File: config.mk
export PLATFORM = sky130hd
export DESIGN_NAME = sar_search_4bit
export DESIGN_NICKNAME = d
export VERILOG_FILES = /design/src/rtl/sar_search_pkg.sv /design/src/rtl/sar_search_next.sv /design/src/rtl/sar_search_4bit.sv
export SDC_FILE = /design/constraint.sdc
export NUM_CORES = 1
export LEC_CHECK = 0
export ABC_AREA = 1
export CORE_UTILIZATION = 56
export CTS_CLUSTER_DIAMETER = 60
export DETAILED_ROUTE_END_ITERATION = 8
export PLACE_DENSITY = 0.8
export SYNTH_ARGS = -nofsm -noshare
export SYNTH_HDL_FRONTEND = slang
export SYNTH_HIERARCHICAL = 1
export SYNTH_SLANG_ARGS = --single-unit
File: constraint.sdc
create_clock -name clk -period 4.1 [get_ports clk]
set_input_delay 1.23 -clock clk [delete_from_list [all_inputs] [get_ports clk]]
set_output_delay 1.23 -clock clk [all_outputs]
set_load 0.05 [all_outputs]
File: src/rtl/sar_search_pkg.sv
// Shared types and helpers for the successive-approximation search block.
package sar_search_pkg;

  localparam int unsigned DefaultW = 4;
  localparam int unsigned StepsW   = 4;

  typedef enum logic [1:0] {
    StIdle,
    StSettle,
    StSearch,
    StDone
  } state_e;

  // Exactly one comparator flag must be high for a sample to be trusted.
  function automatic logic flags_onehot(input logic eq, input logic gt, input logic lt);
    return (eq ^ gt ^ lt) && !(eq && gt && lt);
  endfunction

endpackage

File: src/rtl/sar_search_next.sv
// Combinational step of the binary search: midpoint, next bounds, hit and error decode.
module sar_search_next
  import sar_search_pkg::*;
#(
  parameter int unsigned W = DefaultW
) (
  input  logic [W:0]   i_lo,
  input  logic [W:0]   i_hi,
  input  logic         i_eq,
  input  logic         i_gt,
  input  logic         i_lt,
  output logic [W-1:0] o_mid,
  output logic [W:0]   o_lo,
  output logic [W:0]   o_hi,
  output logic         o_hit,
  output logic         o_err
);

  localparam logic [W:0] One    = (W+1)'(1);
  localparam logic [W:0] MaxMid = {1'b0, {W{1'b1}}};

  logic [W:0] w_mid_ext;
  logic [W:0] w_lo_inc;
  logic [W:0] w_hi_dec;

  // floor((lo+hi)/2) without needing a wider adder
  assign w_mid_ext = (i_lo >> 1) + (i_hi >> 1) + {{W{1'b0}}, i_lo[0] & i_hi[0]};
  assign w_lo_inc  = w_mid_ext + One;
  assign w_hi_dec  = w_mid_ext - One;
  assign o_mid     = w_mid_ext[W-1:0];

  always_comb begin
    o_lo  = i_lo;
    o_hi  = i_hi;
    o_hit = 1'b0;
    o_err = 1'b0;
    if (!flags_onehot(i_eq, i_gt, i_lt)) begin
      o_err = 1'b1;
    end else if (i_eq) begin
      o_hit = 1'b1;
    end else if (i_gt) begin
      if (w_mid_ext == MaxMid || w_lo_inc > i_hi) o_err = 1'b1;
      else                                        o_lo  = w_lo_inc;
    end else begin
      // guard mid==0 first: w_hi_dec wraps there
      if (w_mid_ext == '0 || w_hi_dec < i_lo) o_err = 1'b1;
      else                                    o_hi  = w_hi_dec;
    end
  end

endmodule

File: src/rtl/sar_search_4bit.sv
// Binary search of an external comparator's hidden value. Define SAR_SEARCH_SETTLE_EN to
// insert one comparator settle cycle before each sampling cycle.
module sar_search_4bit
  import sar_search_pkg::*;
#(
  parameter int unsigned W = DefaultW
) (
  input  logic              clk,
  input  logic              rst_n,
  input  logic              start,
  output logic [W-1:0]      probe,
  output logic              cmp_en,
  input  logic              cmp_eq,
  input  logic              cmp_gt,
  input  logic              cmp_lt,
  output logic              busy,
  output logic              done,
  output logic [W-1:0]      result,
  output logic              found,
  output logic              err,
  output logic [StepsW-1:0] steps
);

`ifdef SAR_SEARCH_SETTLE_EN
  localparam state_e StProbe = StSettle;
`else
  localparam state_e StProbe = StSearch;
`endif

  localparam logic [StepsW-1:0] StepOne = StepsW'(1);

  state_e            r_state, w_state_nxt;
  logic [W:0]        r_lo, r_hi, w_lo_nxt, w_hi_nxt;
  logic [W-1:0]      r_result, w_result_nxt;
  logic              r_found, w_found_nxt;
  logic              r_err, w_err_nxt;
  logic [StepsW-1:0] r_steps, w_steps_nxt;

  logic [W-1:0] w_mid;
  logic [W:0]   w_lo_step, w_hi_step;
  logic         w_hit, w_flag_err;

  sar_search_next #(
    .W (W)
  ) u_next (
    .i_lo  (r_lo),
    .i_hi  (r_hi),
    .i_eq  (cmp_eq),
    .i_gt  (cmp_gt),
    .i_lt  (cmp_lt),
    .o_mid (w_mid),
    .o_lo  (w_lo_step),
    .o_hi  (w_hi_step),
    .o_hit (w_hit),
    .o_err (w_flag_err)
  );

  always_comb begin
    w_state_nxt  = r_state;
    w_lo_nxt     = r_lo;
    w_hi_nxt     = r_hi;
    w_result_nxt = r_result;
    w_found_nxt  = r_found;
    w_err_nxt    = r_err;
    w_steps_nxt  = r_steps;
    unique case (r_state)
      StIdle: begin
        if (start) begin
          w_state_nxt  = StProbe;
          w_lo_nxt     = '0;
          w_hi_nxt     = {1'b0, {W{1'b1}}};
          w_result_nxt = '0;
          w_found_nxt  = 1'b0;
          w_err_nxt    = 1'b0;
          w_steps_nxt  = '0;
        end
      end
      StSettle: w_state_nxt = StSearch;
      StSearch: begin
        w_steps_nxt = r_steps + StepOne;
        if (w_flag_err) begin
          w_err_nxt   = 1'b1;
          w_found_nxt = 1'b0;
          w_state_nxt = StDone;
        end else if (w_hit) begin
          w_result_nxt = w_mid;
          w_found_nxt  = 1'b1;
          w_state_nxt  = StDone;
        end else begin
          w_lo_nxt    = w_lo_step;
          w_hi_nxt    = w_hi_step;
          w_state_nxt = StProbe;
        end
      end
      StDone: w_state_nxt = StIdle;
    endcase
  end

  always_ff @(posedge clk or negedge rst_n) begin
    if (!rst_n) begin
      r_state  <= StIdle;
      r_lo     <= '0;
      r_hi     <= '0;
      r_result <= '0;
      r_found  <= 1'b0;
      r_err    <= 1'b0;
      r_steps  <= '0;
    end else begin
      r_state  <= w_state_nxt;
      r_lo     <= w_lo_nxt;
      r_hi     <= w_hi_nxt;
      r_result <= w_result_nxt;
      r_found  <= w_found_nxt;
      r_err    <= w_err_nxt;
      r_steps  <= w_steps_nxt;
    end
  end

  assign cmp_en = (r_state == StSearch) || (r_state == StSettle);
  assign probe  = cmp_en ? w_mid : '0;
  assign busy   = (r_state != StIdle);
  assign done   = (r_state == StDone);
  assign result = r_result;
  assign found  = r_found;
  assign err    = r_err;
  assign steps  = r_steps;

endmodule

==> results of run 1 <==
## cells in the final DEF, fill, tap and decap left out, drive strengths merged, types with 2 or more instances in the layout
cell and instances:
a21oi 7, buf 5, clkbuf 3, clkdlybuf4s50 20, dfrtp 22, fa 2, ha 22, inv 43
nand2 102, nand3 16, nand3b 6, nand4 8, nor2 16, nor3 2, o21ai 11, or2 4
xnor2 3
## layer usage
layer  routed length (µm)  share of wire [%]  up-vias
li1                     -                  -      911
met1                 2240                 47      860
met2                 2260                 47       46
met3                  207                4.3        7
met4                   61                1.3        0
met5                    0                  0        -
## cells by family (layout without fill, tap and decap cells)
| group | count (synthesis) | in the layout | synth area share (%) |
|---|---|---|---|
| AOI/OAI and AO/OA | 20 | 20 | 5.43 |
| xor gates and xnor gates | 4 | 4 | 2.15 |
| adders and majority gates | 24 | 24 | 15.9 |
| buffers and inverters | 46 | 74 | 9.47 |
| DFF | 22 | 22 | 27.8 |
| and+or+nand+nor | 155 | 155 | 39.3 |
## worst min-delay path by stage
stage                          startpoint                    end  depth (start not counted)
floorplan             r_lo[0]$_DFFE_PN0P_    r_lo[0]$_DFFE_PN0P_                          2
detailed placement  result[3]$_DFFE_PN0P_  result[3]$_DFFE_PN0P_                          2
global placement    result[2]$_DFFE_PN0P_  result[2]$_DFFE_PN0P_                          2
CTS                 result[3]$_DFFE_PN0P_  result[3]$_DFFE_PN0P_                          2
global route        result[2]$_DFFE_PN0P_  result[2]$_DFFE_PN0P_                          2
finish              result[1]$_DFFE_PN0P_  result[1]$_DFFE_PN0P_                          2
## what timing repair did
action	in CTS	in global routing
setup buffers	0	3
pin swaps	0	3
setup endpoints to repair	1	17
hold buffers	0	0
resized for setup	1	12
## worst reg2reg max path: stages (launching register included)
cell,delay (ns)
dfrtp_1,0.43
nand2_1,0.07
inv_1,0.05
fa_1,0.40
inv_1,0.10
fa_1,0.46
ha_1,0.26
inv_1,0.10
nor2_4,0.06
nand4_4,0.13
nand2_1,0.12
ha_1,0.31
nand2_1,0.08
inv_1,0.05
o21ai_0,0.10
nand3_2,0.18
nand3_4,0.13
nand3_1,0.10
nand2_2,0.10
inv_2,0.05
nand2_2,0.09
nand2_4,0.08
buf_6,0.14
nand3b_1,0.09
nand2_1,0.06
## cell type report
class | count | share of cell area (%)
clock inverter | 1 | 1.27
multi-input combinational | 203 | 54.0
inverter | 43 | 6.85
clock buffer | 3 | 0.955
timing repair buffer | 27 | 11.1
sequential | 22 | 23.4
tap | 46 | 2.44
## through the flow
stage	hold WS, ns	area [µm²]
after global routing	0.498	2360
after global placement	0.455	2250
after detailed placement	0.458	2250
final	0.483	2360
after CTS	0.492	2300
after floorplan	0.485	1980
## registers in the layout (all words and copies together) (netlist names)
register  cells
r_hi          5
r_lo          5
result        4
steps         4
r_state       2
err           1
found         1
==> qor.yml, run 1 <==
final_layout:
  num-nets-final: 330
  final_util_pct: 70.1
  multiInputGateArea_mm2: 0.00127
  fillCellCount: 309
  stdcell_count: 345
  drive_gt1_share_pct: 15.7
  num_antenna_cells: 0
  register_area_um2: 551
  layout-area-overhead-vs-synth_pct: 18.9
global_route:
  track_usage_pct: 27.7
  grt_util_met1_pct: 37.5
  antenna_found_initial: 0
  globalRouteMet3Util_pct: 4.83
  grt_max_degree: 23
  grt.overflow.total: 0
  busiest_layer: "met2"
  grt_pass1_wl_um: 7530
  use_met2_pct: 44.9
  grt_pass1_vias: 1643
clock_network:
  cts_tree: "built"
  cts_root_buf: "clkbuf_4"
  htreeDepth: 1
  clockBufferDepth: 2
  clkTransAtPathRegs_ns: 0.14
  clkLatencyLatePin_ns: 0.32
  cts_buffers: 3
  cts.sinks: 22
worst_setup_path:
  r2r_cells: 24
  path_cells: "nand2_1 > inv_1 > fa_1 > inv_1 > fa_1 > inv_2 > buf_4 > nand2_1 > inv_1 > dlygate4sd2_1"
  criticalPathCategory: "flip-flop to output port"
  cpMostUsedCell: "inv_1"
  path_depth: 10
  cpPeakStageDelay_ns: 0.52
  path_buf_inv: 6
  r2r-start: "r_lo[0]$_DFFE_PN0P_"
  crit_path_start: "r_lo[0]$_DFFE_PN0P_"
  crit_path_end: "probe[1]"
  worstPathRequired_ns: 2.87
  r2r-end: "r_lo[4]$_DFFE_PN0P_"
  critPathArrivalTime_ns: 2.67
  cp-end-kind: "output port"
  critPathSlowestCell: "dlygate4sd2_1"
  crit_fanout: 4
  start_kind: "flip-flop"
  crit_family: "buffers and inverters"
  r2r_slack_ns: 0.29
drt:
  wl_um: 4780
  ant_nets: 0
  drc_errors: 0
  wl_per_cell_um: 13.8
  vias: 1824
  drt-initial-drc-count: 120
  via_per_inst: 5.29
  drtPass1Iterations: 4
sta:
  finalWorstSetupSlack_ns: 0.200
  slew_violations: 0
  fin_tns_setup_ns: 0
  setup_viol: 0
  fin_crit_sh_pct: 95.1
  slew_headroom_pct: 29.7
  hold_violations: 0
  fin_skew_ns: 0.00424
  min_period_ns: 3.90
  tightest_slew_ns: 1.05
  fmax_mhz: 256
logic_synthesis:
  synth_top_area_share_pct: 27.8
  ys_seq_area_share_pct: 27.8
  syn_inst: 271
  avgSynthCellArea_um2: 7.31
  synth_edf_count: 0
  yosysMostFrequentCell: "nand2_1"
  ys_top_cells_by_area: "dfrtp_1 (28%), nand2_1 (18%), ha_1 (14%)"
  yosysTopAreaCell: "dfrtp_1"
  synth_common_cells: "nand2_1 (93), inv_1 (40), dfrtp_1 (22), ha_1 (22)"
  synth_warnings: 6
  synthFlopType: "dfrtp_1"
  synthesis.nets: 301
  synth-async-reset-ratio_pct: 100
  yosysUniqueCellTypes: 33
  synth_area_mm2: 0.00198
  ys_ff_latch: 22
run_status:
  outcome: "completed"
die:
  die_h_um: 61.5
  chipWidth_um: 61.5
  initial_core_util_pct: 58.9
  rows: 21
  coreArea_mm2: 0.00336
  dieArea_mm2: 0.00378
  pin_count: 23
place:
  gp_congestion: 0.921
  placedCellCount: 338
  io_buffers: 22
  place_ws_ns: 0.186
  dpl.hpwl_um: 3650
flow_run:
  drv_cap: 0
min_path:
  hold_class: "flip-flop to flip-flop"
Power of run 1 is left out: the tool's default activity adds up to more than one toggle a clock period on the data nets, which glitch-free logic cannot reach.
==> run 2, diff against run 1 <==
Settings changed: CORE_UTILIZATION 56 to 55, GPL_TIMING_DRIVEN set to 0, PLACE_DENSITY 0.8 to 0.79.
==> qor.yml, run 2 (synthesis results as in run 1) <==
run_status:
  outcome: "completed"
final_layout:
  fillCellCount: 284
  final_common_cell: "nand2_1"
  stdcell_count: 346
  num-nets-final: 331
  final_cell_mix: "nand2_1 (89), inv_1 (38), ha_1 (22), dfrtp_1 (22), clkdlybuf4s50_1 (20)"
  num_antenna_cells: 0
  top_regs: "r_hi x5, r_lo x5"
  layout-area-overhead-vs-synth_pct: 18.8
  drive_gt1_share_pct: 16.0
clock_network:
  cts_tree: "built"
  hold_buffers: 0
  clockBufferDepth: 2
  cts_buffers: 3
  cts_root_buf: "clkbuf_4"
  cts.sinks: 22
  clkTransAtPathRegs_ns: 0.12
  clkLatencyLatePin_ns: 0.31
  htreeDepth: 1
place:
  place_ws_ns: -0.0249
  gp_congestion: 0.875
  io_buffers: 22
  dpl.hpwl_um: 3260
  placedCellCount: 339
die:
  die_h_um: 62.0
  coreArea_mm2: 0.00339
  rows: 21
  dieArea_mm2: 0.00385
  chipWidth_um: 62.0
  initial_core_util_pct: 58.5
  pin_count: 23
worst_setup_path:
  critPathArrivalTime_ns: 4.08
  start_kind: "flip-flop"
  cp-end-kind: "flip-flop"
  critPathSlowestCell: "fa_1"
  crit_fanout: 10
  r2r_slack_ns: 0.27
  worstPathRequired_ns: 4.35
  cpPeakStageDelay_ns: 0.45
  criticalPathCategory: "flip-flop to flip-flop"
  r2r_cells: 25
  r2r-start: "r_hi[0]$_DFFE_PN0P_"
  cpMostUsedCell: "nand2_1"
  r2r-end: "r_hi[1]$_DFFE_PN0P_"
drt:
  ant_nets: 0
  drt-initial-drc-count: 142
  via_per_inst: 5.04
  wl_um: 4250
  wl_per_cell_um: 12.3
  drc_errors: 0
  vias: 1745
  drtPass1Iterations: 4
global_route:
  grt_pass1_wl_um: 6870
  grt_pass1_vias: 1578
  grt.overflow.total: 0
  track_usage_pct: 24.5
  grt_max_degree: 23
  antenna_found_initial: 0
min_path:
  hold-path-endpoint: "result[2]$_DFFE_PN0P_"
  min_path_cells: 2
  hold_class: "flip-flop to flip-flop"
  holdCritStartpoint: "result[2]$_DFFE_PN0P_"
sta:
  finalWorstSetupSlack_ns: 0.267
  hold_violations: 0
  slew_violations: 0
  min_period_ns: 3.83
  fin_crit_sh_pct: 93.5
  setup_viol: 0
  slew_headroom_pct: 34.0
  fin_skew_ns: 0.00864
  fmax_mhz: 261
  tightest_slew_ns: 0.986
flow_run:
  drv_cap: 0
[run 2: cell types whose count changed in the layout (fill, tap and decap cells not counted), sizes merged]
cell / previous run / this run
buf: 5 / 6
dlygate4sd2: 1 / 0
dlymetal6s2s: 1 / 2
bufinv: 1 / 0
clkbuf: 3 / 4
[run 2: worst max path at each step]
stage / endpoint / from / cells after the start
after global routing: r_hi[1]$_DFFE_PN0P_ / r_lo[0]$_DFFE_PN0P_ / 25
after floorplan: r_lo[0]$_DFFE_PN0P_ / r_hi[0]$_DFFE_PN0P_ / 25
after CTS: probe[1] / r_hi[0]$_DFFE_PN0P_ / 9
after global placement: r_lo[3]$_DFFE_PN0P_ / r_hi[0]$_DFFE_PN0P_ / 25
final: r_hi[1]$_DFFE_PN0P_ / r_hi[0]$_DFFE_PN0P_ / 25
after detailed placement: r_hi[1]$_DFFE_PN0P_ / r_hi[0]$_DFFE_PN0P_ / 25
[run 2: timing repair]
action / 4_1_cts / 5_1_grt
resized for setup: 1 / 12
pin swaps: 0 / 2
setup buffers: 0 / 3
setup endpoints to repair: 11 / 18
[run 2: cell type report]
cell class	instances	area [µm²]	area share, %
sequential	22	551	23.4
tap	46	57.6	2.45
multi-input combinational	203	1270	54.0
timing repair buffer	25	248	10.5
clock buffer	4	36.3	1.54
inverter	43	161	6.86
buffer	3	30.0	1.28
[run 2: per-stage QoR]
step | util, % | instance area [µm²] | hold WS [ns] | setup TNS [ns]
after floorplan | - | 1980 | 0.485 | 0
after global placement | 66.7 | 2260 | 0.455 | -0.00583
after detailed placement | 66.7 | 2260 | 0.458 | -0.182
after CTS | 67.7 | 2300 | 0.488 | 0
after global routing | 69.4 | 2350 | 0.525 | -0.0366
final | 69.4 | 2350 | 0.482 | 0
[run 2: metal layers]
metal / track usage, % / up-vias / wire (µm)
li1: - / 912 / -
met1: 31.6 / 788 / 1960
met2: 41.5 / 39 / 2060
met3: 4.55 / 6 / 193
met4: 7.62 / 0 / 43
met5: 0 / - / 0
[run 2: critical path, delay by kind of cell, from the launching register on]
family                   cells  cell delay (ns)
AO/OA/AOI/OAI                2             0.31
flip-flops                   1             0.44
adder cells (fa/ha/maj)      5             1.52
AND/OR/NAND/NOR             12             1.03
buffers and inverters        6             0.48
Power of run 2 is left out for the same reason.
==> run 3, diff against run 2 <==
Settings changed: CELL_PAD_IN_SITES_DETAIL_PLACEMENT set to 1, CELL_PAD_IN_SITES_GLOBAL_PLACEMENT set to 1, CORE_UTILIZATION 55 to 41, PLACE_DENSITY 0.79 to not set, PLACE_DENSITY_LB_ADDON set to 0.1.
==> qor.yml, run 3 (synthesis results as in run 1) <==
run_status:
  outcome: "completed"
worst_setup_path:
  r2r_cells: 25
  criticalPathCategory: "flip-flop to output port"
  cp-end-kind: "output port"
  cpPeakStageDelay_ns: 0.79
  r2r-end: "r_lo[2]$_DFFE_PN0P_"
  critPathSlowestCell: "clkdlybuf4s50_1"
  worstPathRequired_ns: 2.87
  critPathArrivalTime_ns: 2.73
  path_cells: "nand2_1 > inv_1 > fa_2 > inv_1 > fa_1 > inv_2 > nand2_1 > inv_1 > clkdlybuf4s50_1"
  r2r-start: "r_hi[0]$_DFFE_PN0P_"
  cpMostUsedCell: "inv_1"
  crit_path_start: "r_hi[0]$_DFFE_PN0P_"
  start_kind: "flip-flop"
  crit_fanout: 4
  r2r_slack_ns: 0.24
global_route:
  antenna_found_initial: 0
  grt_pass1_wl_um: 8870
  grt_max_degree: 23
  grt_pass1_vias: 1918
  track_usage_pct: 22.3
  grt.overflow.total: 0
sta:
  tightest_slew_ns: 0.998
  slew_violations: 0
  setup_viol: 0
  fin_crit_sh_pct: 96.7
  fin_skew_ns: 0.00508
  slew_headroom_pct: 33.3
  finalWorstSetupSlack_ns: 0.136
  min_period_ns: 3.96
  fmax_mhz: 252
  hold_violations: 0
die:
  chipWidth_um: 71.5
  initial_core_util_pct: 44.0
  pin_count: 23
  coreArea_mm2: 0.00450
  die_h_um: 71.5
  rows: 24
  dieArea_mm2: 0.00512
final_layout:
  drive_gt1_share_pct: 16.9
  num-nets-final: 332
  design_area_mm2: 0.00240
  top_regs: "r_hi x5, r_lo x5"
  stdcell_count: 353
  final_cell_mix: "nand2_1 (89), inv_1 (38), dfrtp_1 (22)"
  layout-area-overhead-vs-synth_pct: 21.1
  num_antenna_cells: 0
  final_common_cell: "nand2_1"
place:
  gp_congestion: 0.879
  place_area_mm2: 0.00227
  dpl.hpwl_um: 4010
  io_buffers: 22
  placedCellCount: 345
  place_ws_ns: -0.148
drt:
  wl_per_cell_um: 15.3
  vias: 1800
  drtPass1Iterations: 4
  via_per_inst: 5.10
  drt-initial-drc-count: 59
  ant_nets: 0
  wl_um: 5390
  drc_errors: 0
flow_run:
  drv_cap: 0
clock_network:
  clockBufferDepth: 2
  clkTransAtPathRegs_ns: 0.08
  cts_root_buf: "clkbuf_8"
  clkLatencyLatePin_ns: 0.27
  cts_buffers: 3
  hold_buffers: 0
  cts_tree: "built"
  cts.sinks: 22
  htreeDepth: 1
min_path:
  min_path_cells: 2
  hold-path-endpoint: "result[0]$_DFFE_PN0P_"
  hold_class: "flip-flop to flip-flop"
  holdCritStartpoint: "result[0]$_DFFE_PN0P_"
run 3: layout make-up:
class                      count  area (µm²)
inverter                      43         161
timing repair buffer          26         253
fill                         581        2100
buffer                         3        30.0
multi-input combinational    203        1280
sequential                    22         551
clock buffer                   4        55.1
tap                           52        65.1
run 3: how the worst max path moves through the flow:
stage	endpoint	slack, ns	cells past startpoint
after global placement	r_lo[4]$_DFFE_PN0P_	-0.10	25
after global routing	r_lo[3]$_DFFE_PN0P_	-0.03	25
after floorplan	r_lo[0]$_DFFE_PN0P_	0.52	25
after detailed placement	r_hi[2]$_DFFE_PN0P_	-0.15	25
after CTS	r_hi[4]$_DFFE_PN0P_	0.03	25
final	probe[1]	0.14	9
run 3: metal layers:
layer	GRT usage, %	wire [µm]	up-vias
met5	0	0	-
li1	-	-	911
met1	28.5	2490	860
met4	4.14	52	0
met2	40.2	2710	21
met3	3.52	131	8
run 3: metrics by stage:
stage	utilization, %	setup TNS, ns	hold WS (ns)
global route	53.3	-0.0998	0.514
finish	53.3	0	0.473
global placement	50.3	-0.953	0.457
CTS	52.1	0	0.482
detailed placement	50.3	-1.39	0.462
floorplan	-	0	0.485
run 3: what timing repair did:
item,in CTS,in global routing
gates cloned,0,1
setup endpoints to repair,15,18
pin swaps,0,2
gates resized for setup,5,11
buffers inserted,1,2
run 3: critical path, delay by kind of cell, from the launching register on:
| kind | cells | cell delay [ns] |
|---|---|---|
| adders and majority gates | 2 | 0.79 |
| buffers and inverters | 5 | 1.12 |
| DFF | 1 | 0.42 |
| and+or+nand+nor | 2 | 0.14 |
Power of run 3 is left out for the same reason.
